<file path="config.mk">
export PLATFORM = sky130hd
export DESIGN_NAME = gascon_core_arbiter_flat
export DESIGN_NICKNAME = d
export VERILOG_FILES = /design/src/rtl/gascon_pkg.sv /design/src/rtl/gascon_core_arbiter_if.sv /design/src/rtl/gascon_core_arbiter.sv /design/src/flat_wrapper.sv
export SDC_FILE = /design/constraint.sdc
export NUM_CORES = 1
export LEC_CHECK = 0
export CAP_MARGIN = 20
export CORE_AREA = 3 3 256 258
export DETAILED_ROUTE_END_ITERATION = 6
export DIE_AREA = 0 0 259 261
export GPL_TIMING_DRIVEN = 1
export SLEW_MARGIN = 5
export SYNTH_ARGS = -nofsm -noshare
export SYNTH_HDL_FRONTEND = slang
export SYNTH_SLANG_ARGS = --single-unit
export TNS_END_PERCENT = 100
</file>
<file path="constraint.sdc">
create_clock -name clk -period 4.8 [get_ports clk]
set_clock_uncertainty 0.15 [all_clocks]
set_input_delay 0.48 -clock clk [delete_from_list [all_inputs] [get_ports clk]]
set_output_delay 0.48 -clock clk [all_outputs]
set_load 0.02 [all_outputs]
</file>
<file path="src/rtl/gascon_pkg.sv">
// Shared definitions for the Gascon core arbiter slice.
//   arb_state_t   : arbiter FSM states
//   GASCON_CWIDTH : default state width of the shared Gascon_Core_Round
//   KS_PORT       : requester id of the key schedule
//   DP_PORT       : requester id of the mix/absorb datapath
//   pickOwner     : round-robin pick among the two request lines
package gascon_pkg;

    typedef enum logic [1:0] {
        IDLE,
        LOAD,
        RUN,
        RESP
    } arb_state_t;

    localparam int unsigned GASCON_CWIDTH = 128;

    localparam logic KS_PORT = 1'b0;
    localparam logic DP_PORT = 1'b1;

    // A lone requester always wins; on contention the port that was not served last wins.
    function automatic logic pickOwner(input logic [1:0] req, input logic lastOwner);
        logic winner;
        winner = ~lastOwner;
        if (req == 2'b01) begin
            winner = KS_PORT;
        end else if (req == 2'b10) begin
            winner = DP_PORT;
        end
        return winner;
    endfunction

endpackage

</file>
<file path="src/rtl/gascon_core_arbiter_if.sv">
// Requester-side bus of the Gascon core arbiter.
//   req0/cin0 : key schedule request and state (held until rsp_valid0)
//   req1/cin1 : datapath request and state (held until rsp_valid1)
//   gnt0/gnt1 : ownership of the shared core
//   rsp_valid0/rsp_valid1 : one-cycle result pulse per requester
//   rsp_c/rsp_err         : shared result and watchdog-abort flag
// Modports: master = requester side, slave = arbiter side.
interface gascon_core_arbiter_if
    import gascon_pkg::*;
#(
    parameter int unsigned CWIDTH = GASCON_CWIDTH
);

    logic              req0;
    logic [CWIDTH-1:0] cin0;
    logic              req1;
    logic [CWIDTH-1:0] cin1;
    logic              gnt0;
    logic              gnt1;
    logic              rsp_valid0;
    logic              rsp_valid1;
    logic [CWIDTH-1:0] rsp_c;
    logic              rsp_err;

    modport master (
        output req0, cin0, req1, cin1,
        input  gnt0, gnt1, rsp_valid0, rsp_valid1, rsp_c, rsp_err
    );

    modport slave (
        input  req0, cin0, req1, cin1,
        output gnt0, gnt1, rsp_valid0, rsp_valid1, rsp_c, rsp_err
    );

endinterface

</file>
<file path="src/rtl/gascon_core_arbiter.sv">
// Shares one Gascon_Core_Round between the key schedule (port 0) and the
// mix/absorb datapath (port 1). Round-robin arbitration with the grant locked
// from LOAD through RESP; the core is loaded (core_reset), run (core_en), and
// its result returned to the owner with a one-cycle pulse. A watchdog aborts a
// run whose core_done never arrives and reports it through rsp_err.
// Ports:
//   clk, reset  : clock, synchronous active-high reset
//   bus         : requester bus (req/cin in, gnt/rsp_valid/rsp_c/rsp_err out)
//   busy        : arbiter not idle
//   core_c      : state driven into the core (granted cin, 0 when idle)
//   core_reset  : core load pulse, also high during reset
//   core_en     : core enable, high only while running
//   core_cout   : core result
//   core_done   : core result valid
module gascon_core_arbiter
    import gascon_pkg::*;
#(
    parameter int unsigned CWIDTH  = GASCON_CWIDTH,
    parameter int unsigned TIMEOUT = 64
) (
    input  logic                  clk,
    input  logic                  reset,
    gascon_core_arbiter_if.slave  bus,
    output logic                  busy,
    output logic [CWIDTH-1:0]     core_c,
    output logic                  core_reset,
    output logic                  core_en,
    input  logic [CWIDTH-1:0]     core_cout,
    input  logic                  core_done
);

    localparam int unsigned WdWidth = (TIMEOUT > 1) ? $clog2(TIMEOUT) : 1;
    localparam logic [WdWidth-1:0] WdLast = WdWidth'(TIMEOUT - 1);

    arb_state_t        state;
    logic              owner;
    logic              lastOwner;
    logic [WdWidth-1:0] watchdog;
    logic [1:0]        gnt;
    logic [1:0]        rspValid;
    logic [CWIDTH-1:0] rspC;
    logic              rspErr;
    logic              busyQ;
    logic              coreEnQ;

    logic [1:0]        reqs;
    logic              winner;

    assign reqs   = {bus.req1, bus.req0};
    assign winner = pickOwner(reqs, lastOwner);

    always_ff @(posedge clk) begin
        if (reset) begin
            state     <= IDLE;
            owner     <= KS_PORT;
            lastOwner <= DP_PORT;  // port 0 wins the first contention
            watchdog  <= '0;
            gnt       <= '0;
            rspValid  <= '0;
            rspC      <= '0;
            rspErr    <= 1'b0;
            busyQ     <= 1'b0;
            coreEnQ   <= 1'b0;
        end else begin
            case (state)
                IDLE: begin
                    if (|reqs) begin
                        owner <= winner;
                        gnt   <= winner ? 2'b10 : 2'b01;
                        busyQ <= 1'b1;
                        state <= LOAD;
                    end
                end
                LOAD: begin
                    watchdog <= '0;
                    coreEnQ  <= 1'b1;
                    state    <= RUN;
                end
                RUN: begin
                    // A done arriving on the last watchdog cycle still counts as success.
                    if (core_done) begin
                        rspC     <= core_cout;
                        rspErr   <= 1'b0;
                        coreEnQ  <= 1'b0;
                        rspValid <= owner ? 2'b10 : 2'b01;
                        state    <= RESP;
                    end else if (watchdog == WdLast) begin
                        rspC     <= '0;
                        rspErr   <= 1'b1;
                        coreEnQ  <= 1'b0;
                        rspValid <= owner ? 2'b10 : 2'b01;
                        state    <= RESP;
                    end else begin
                        watchdog <= watchdog + WdWidth'(1);
                    end
                end
                RESP: begin
                    rspValid  <= '0;
                    gnt       <= '0;
                    busyQ     <= 1'b0;
                    lastOwner <= owner;
                    state     <= IDLE;
                end
                default: begin
                    state <= IDLE;
                end
            endcase
        end
    end

    always_comb begin
        core_c = '0;
        if (state != IDLE) begin
            core_c = owner ? bus.cin1 : bus.cin0;
        end
    end

    assign core_reset     = reset | (state == LOAD);
    assign core_en        = coreEnQ;
    assign busy           = busyQ;

    assign bus.gnt0       = gnt[0];
    assign bus.gnt1       = gnt[1];
    assign bus.rsp_valid0 = rspValid[0];
    assign bus.rsp_valid1 = rspValid[1];
    assign bus.rsp_c      = rspC;
    assign bus.rsp_err    = rspErr;

endmodule
</file>
<file path="src/flat_wrapper.sv">
// flat-port wrapper written by rule: the top's interface ports become plain ports
module gascon_core_arbiter_flat import gascon_pkg::*;
#(
    parameter int unsigned CWIDTH  = GASCON_CWIDTH,
    parameter int unsigned TIMEOUT = 64
)
  (clk, reset, busy, core_c, core_reset, core_en, core_cout, core_done, bus_req0, bus_cin0, bus_req1, bus_cin1, bus_gnt0, bus_gnt1, bus_rsp_valid0, bus_rsp_valid1, bus_rsp_c, bus_rsp_err);
  gascon_core_arbiter_if #(.CWIDTH(CWIDTH)) bus_i ();
  input  logic clk;
  input  logic reset;
  output logic busy;
  output logic [CWIDTH-1:0] core_c;
  output logic core_reset;
  output logic core_en;
  input  logic [CWIDTH-1:0] core_cout;
  input  logic core_done;
  input wire logic [$bits(bus_i.req0)-1:0] bus_req0;
  input wire logic [$bits(bus_i.cin0)-1:0] bus_cin0;
  input wire logic [$bits(bus_i.req1)-1:0] bus_req1;
  input wire logic [$bits(bus_i.cin1)-1:0] bus_cin1;
  output wire logic [$bits(bus_i.gnt0)-1:0] bus_gnt0;
  output wire logic [$bits(bus_i.gnt1)-1:0] bus_gnt1;
  output wire logic [$bits(bus_i.rsp_valid0)-1:0] bus_rsp_valid0;
  output wire logic [$bits(bus_i.rsp_valid1)-1:0] bus_rsp_valid1;
  output wire logic [$bits(bus_i.rsp_c)-1:0] bus_rsp_c;
  output wire logic [$bits(bus_i.rsp_err)-1:0] bus_rsp_err;
  assign bus_i.req0 = bus_req0;
  assign bus_i.cin0 = bus_cin0;
  assign bus_i.req1 = bus_req1;
  assign bus_i.cin1 = bus_cin1;
  assign bus_gnt0 = bus_i.gnt0;
  assign bus_gnt1 = bus_i.gnt1;
  assign bus_rsp_valid0 = bus_i.rsp_valid0;
  assign bus_rsp_valid1 = bus_i.rsp_valid1;
  assign bus_rsp_c = bus_i.rsp_c;
  assign bus_rsp_err = bus_i.rsp_err;
  gascon_core_arbiter #(.CWIDTH(CWIDTH), .TIMEOUT(TIMEOUT)) u_core (.clk(clk), .reset(reset), .bus(bus_i), .busy(busy), .core_c(core_c), .core_reset(core_reset), .core_en(core_en), .core_cout(core_cout), .core_done(core_done));
endmodule
</file>
==> flow_summary.ini <==
[run_status]
status = complete, no violations

[setup_path]
reg2regPathDepth = 6
regToRegEndpoint = u_core.bus.rsp_c[125]$_SDFFE_PP0P_
worstSetupPathDepth = 4
cp_slowest_cell = dfxtp_4
crit_family = buffers and inverters
start_kind = flop
startpoint = u_core.owner$_SDFFE_PP0P_
crit_type = reg2out
slowest_delay_ns = 0.85
worstSetupEndpointType = output pin
crit_arrival_ns = 3.33
rrSetupSlack_ns = 1.97
required_ns = 4.17
worstPathCellList = buf_4 -> mux2i_1 -> nor2_1 -> clkdlybuf4s50_1
critPathCapture = core_c[123]
worst-path-buf-inv = 2
crit_path_max_fanout = 48
r2r_start = u_core.state[0]$_SDFFE_PP0P_

[timing]
tightest_slew_ns = 0.932
setup_tns_ns = 0
setup-violations-final = 0
max_freq_ghz = 0.253
rsz0062_at_grt = false
fin_crit_ns = 3.96
timing.final.ws_setup_ns = 0.843
slew_headroom = 0.378
hold_slack_ns = 0.289
period_share = 0.824
hold_viol = 0
drv_slew = 0

[cells_and_area]
fin_nets = 1949
mostFrequentLayoutCell = clkdlybuf4s50_1
areaGrowthSynthToFinish_pct = 107
regArea_um2 = 2910
fillers = 6754
final_cell_mix = clkdlybuf4s50_1, dfxtp_1, nand2_1
drive_above_1_share = 0.0383
multiInputGateArea_um2 = 4060

[synthesis]
synthCells = 961
synth_area_um2 = 7420
avgSynthCellArea_um2 = 7.72
ys_ff_latch = 145
yosys_warnings = 0
async_reset_ff_frac = 0
ys_seq_area_frac = 0.391
synth_enable_flop_cells = 0
synthFlopType = dfxtp_1
synthesis.nets = 1355
synth_cell_types = 40

[clocking]
clkTransAtPathRegs_ns = 0.07
cts_tree = built
postCtsSetupBuffers = 0
max-clock-path-buffers = 2
htree_num_levels = 4
clock_sinks = 145
insertion_delay_ns = 0.44
postCtsHoldBufs = 0
numCtsBuffers = 17
root_buffer = clkbuf_16
postCtsResizedCells = 0

[detailed_routing]
vias = 9399
detail_route.vias_per_cell = 3.89
finalWirelength_um = 48200
dr.pass1.iters = 6
drt-wirelength-per-cell_um = 20.0
drtIter0Drc = 545
postRouteAntennaNets = 0
drc = 0

[floorplanning]
core_area_um2 = 63200
io_pins = 653
die_area_um2 = 67600
num_rows = 92
initial_core_util = 0.117
die_w_um = 259
die_h_um = 261

[place]
place_ws_ns = 1.02
routabilityCongestion = 1.04
dp_hpwl_um = 40400
io_buffer_count = 652

[pwr]
p_per_area_nw_per_um2 = 398
ir_drop_v = 0.000239
leakagePower_nw = 5.05

[global_route]
grt_overflow_total = 0
track_usage = 0.134
grt_pass1_wl_um = 65900
grt_pass1_vias = 9421
antenna_found_initial = 2
grt_max_degree = 129

[job]
cap_violations = 0

[hold_path]
hold_path_class = in2reg
==> flip-flops by register name, indices dropped and copies added, names as in the netlist <==
register	count
u_core.bus.rsp_c	128
u_core.bus.rsp_err	1
u_core.busy	1
u_core.core_en	1
u_core.gnt	2
u_core.lastOwner	1
u_core.owner	1
u_core.rspValid	2
u_core.state	2
u_core.watchdog	6
==> stage by stage <==
step           cell area (um2)  power (mW)  instances   util
2_1_floorplan             7420        2.97        961      -
3_3_place_gp             14700        4.80       2382  0.233
3_5_place_dp             14700        4.83       2382  0.233
4_1_cts                  15300        6.23       2414  0.242
5_1_grt                  15300        6.38       2415  0.242
6_report                 15300        6.09       2415  0.242
==> kinds of logic (layout without fill, tap and decap cells) <==
| group | Yosys count | count (layout) | share of synthesized area |
|---|---|---|---|
| and+or+nand+nor | 423 | 423 | 0.245 |
| AOI/OAI and AO/OA | 157 | 157 | 0.114 |
| DFF | 145 | 145 | 0.391 |
| muxes | 130 | 130 | 0.175 |
| buffers and inverters | 101 | 708 | 0.0659 |
| adders and majority gates | 5 | 5 | 0.00843 |
| other | 0 | 1 | 0 |
==> synth_stat cells (5+ instances only) <==
master / n / area (um2)
dfxtp_1: 145 / 2900
nand2_1: 138 / 518
a21oi_1: 137 / 686
nor2_1: 135 / 507
nand3_1: 131 / 656
mux2i_1: 130 / 1300
buf_2: 39 / 195
clkbuf_1: 32 / 120
buf_4: 16 / 120
inv_1: 8 / 30.0
buf_1: 5 / 18.8
ha_1: 5 / 62.6
o21ai_0: 5 / 25.0
==> per-layer routing <==
| metal | GRT usage | wire length [um] | up-vias |
|---|---|---|---|
| li1 | - | - | 4475 |
| met1 | 0.131 | 16500 | 4404 |
| met2 | 0.257 | 25900 | 464 |
| met3 | 0.0339 | 3230 | 54 |
| met4 | 0.0736 | 2460 | 2 |
| met5 | 0 | 12 | - |
==> how the worst min path moves through the flow <==
stage / start / endpoint / slack (ns) / cells after the start
after detailed placement: u_core.bus.rsp_c[96]$_SDFFE_PP0P_ / u_core.bus.rsp_c[96]$_SDFFE_PP0P_ / 0.31 / 2
after floorplan: u_core.lastOwner$_SDFFE_PP1P_ / u_core.lastOwner$_SDFFE_PP1P_ / 0.31 / 2
after CTS: reset / u_core.bus.rsp_c[101]$_SDFFE_PP0P_ / 0.26 / 2
final: reset / u_core.bus.rsp_c[98]$_SDFFE_PP0P_ / 0.29 / 2
after global routing: reset / u_core.bus.rsp_c[95]$_SDFFE_PP0P_ / 0.28 / 2
after global placement: u_core.bus.rsp_c[58]$_SDFFE_PP0P_ / u_core.bus.rsp_c[58]$_SDFFE_PP0P_ / 0.30 / 2
==> report_power, final <==
| part | switching [mW] | internal [mW] | leakage [nW] |
|---|---|---|---|
| sequential | 0.115 | 1.34 | 1.17 |
| clock | 0.582 | 0.781 | 0.289 |
| combinational | 1.81 | 1.46 | 3.59 |
==> area by class of cell <==
| class | count | share of cell area |
|---|---|---|
| antenna | 1 | 0.000163 |
| clock buffer | 17 | 0.0278 |
| clock inverter | 15 | 0.0113 |
| inverter | 8 | 0.00196 |
| multi-input combinational | 715 | 0.265 |
| sequential | 145 | 0.190 |
| tap | 846 | 0.0691 |
| timing repair buffer | 668 | 0.435 |
Power figures use the tool's default switching activity.
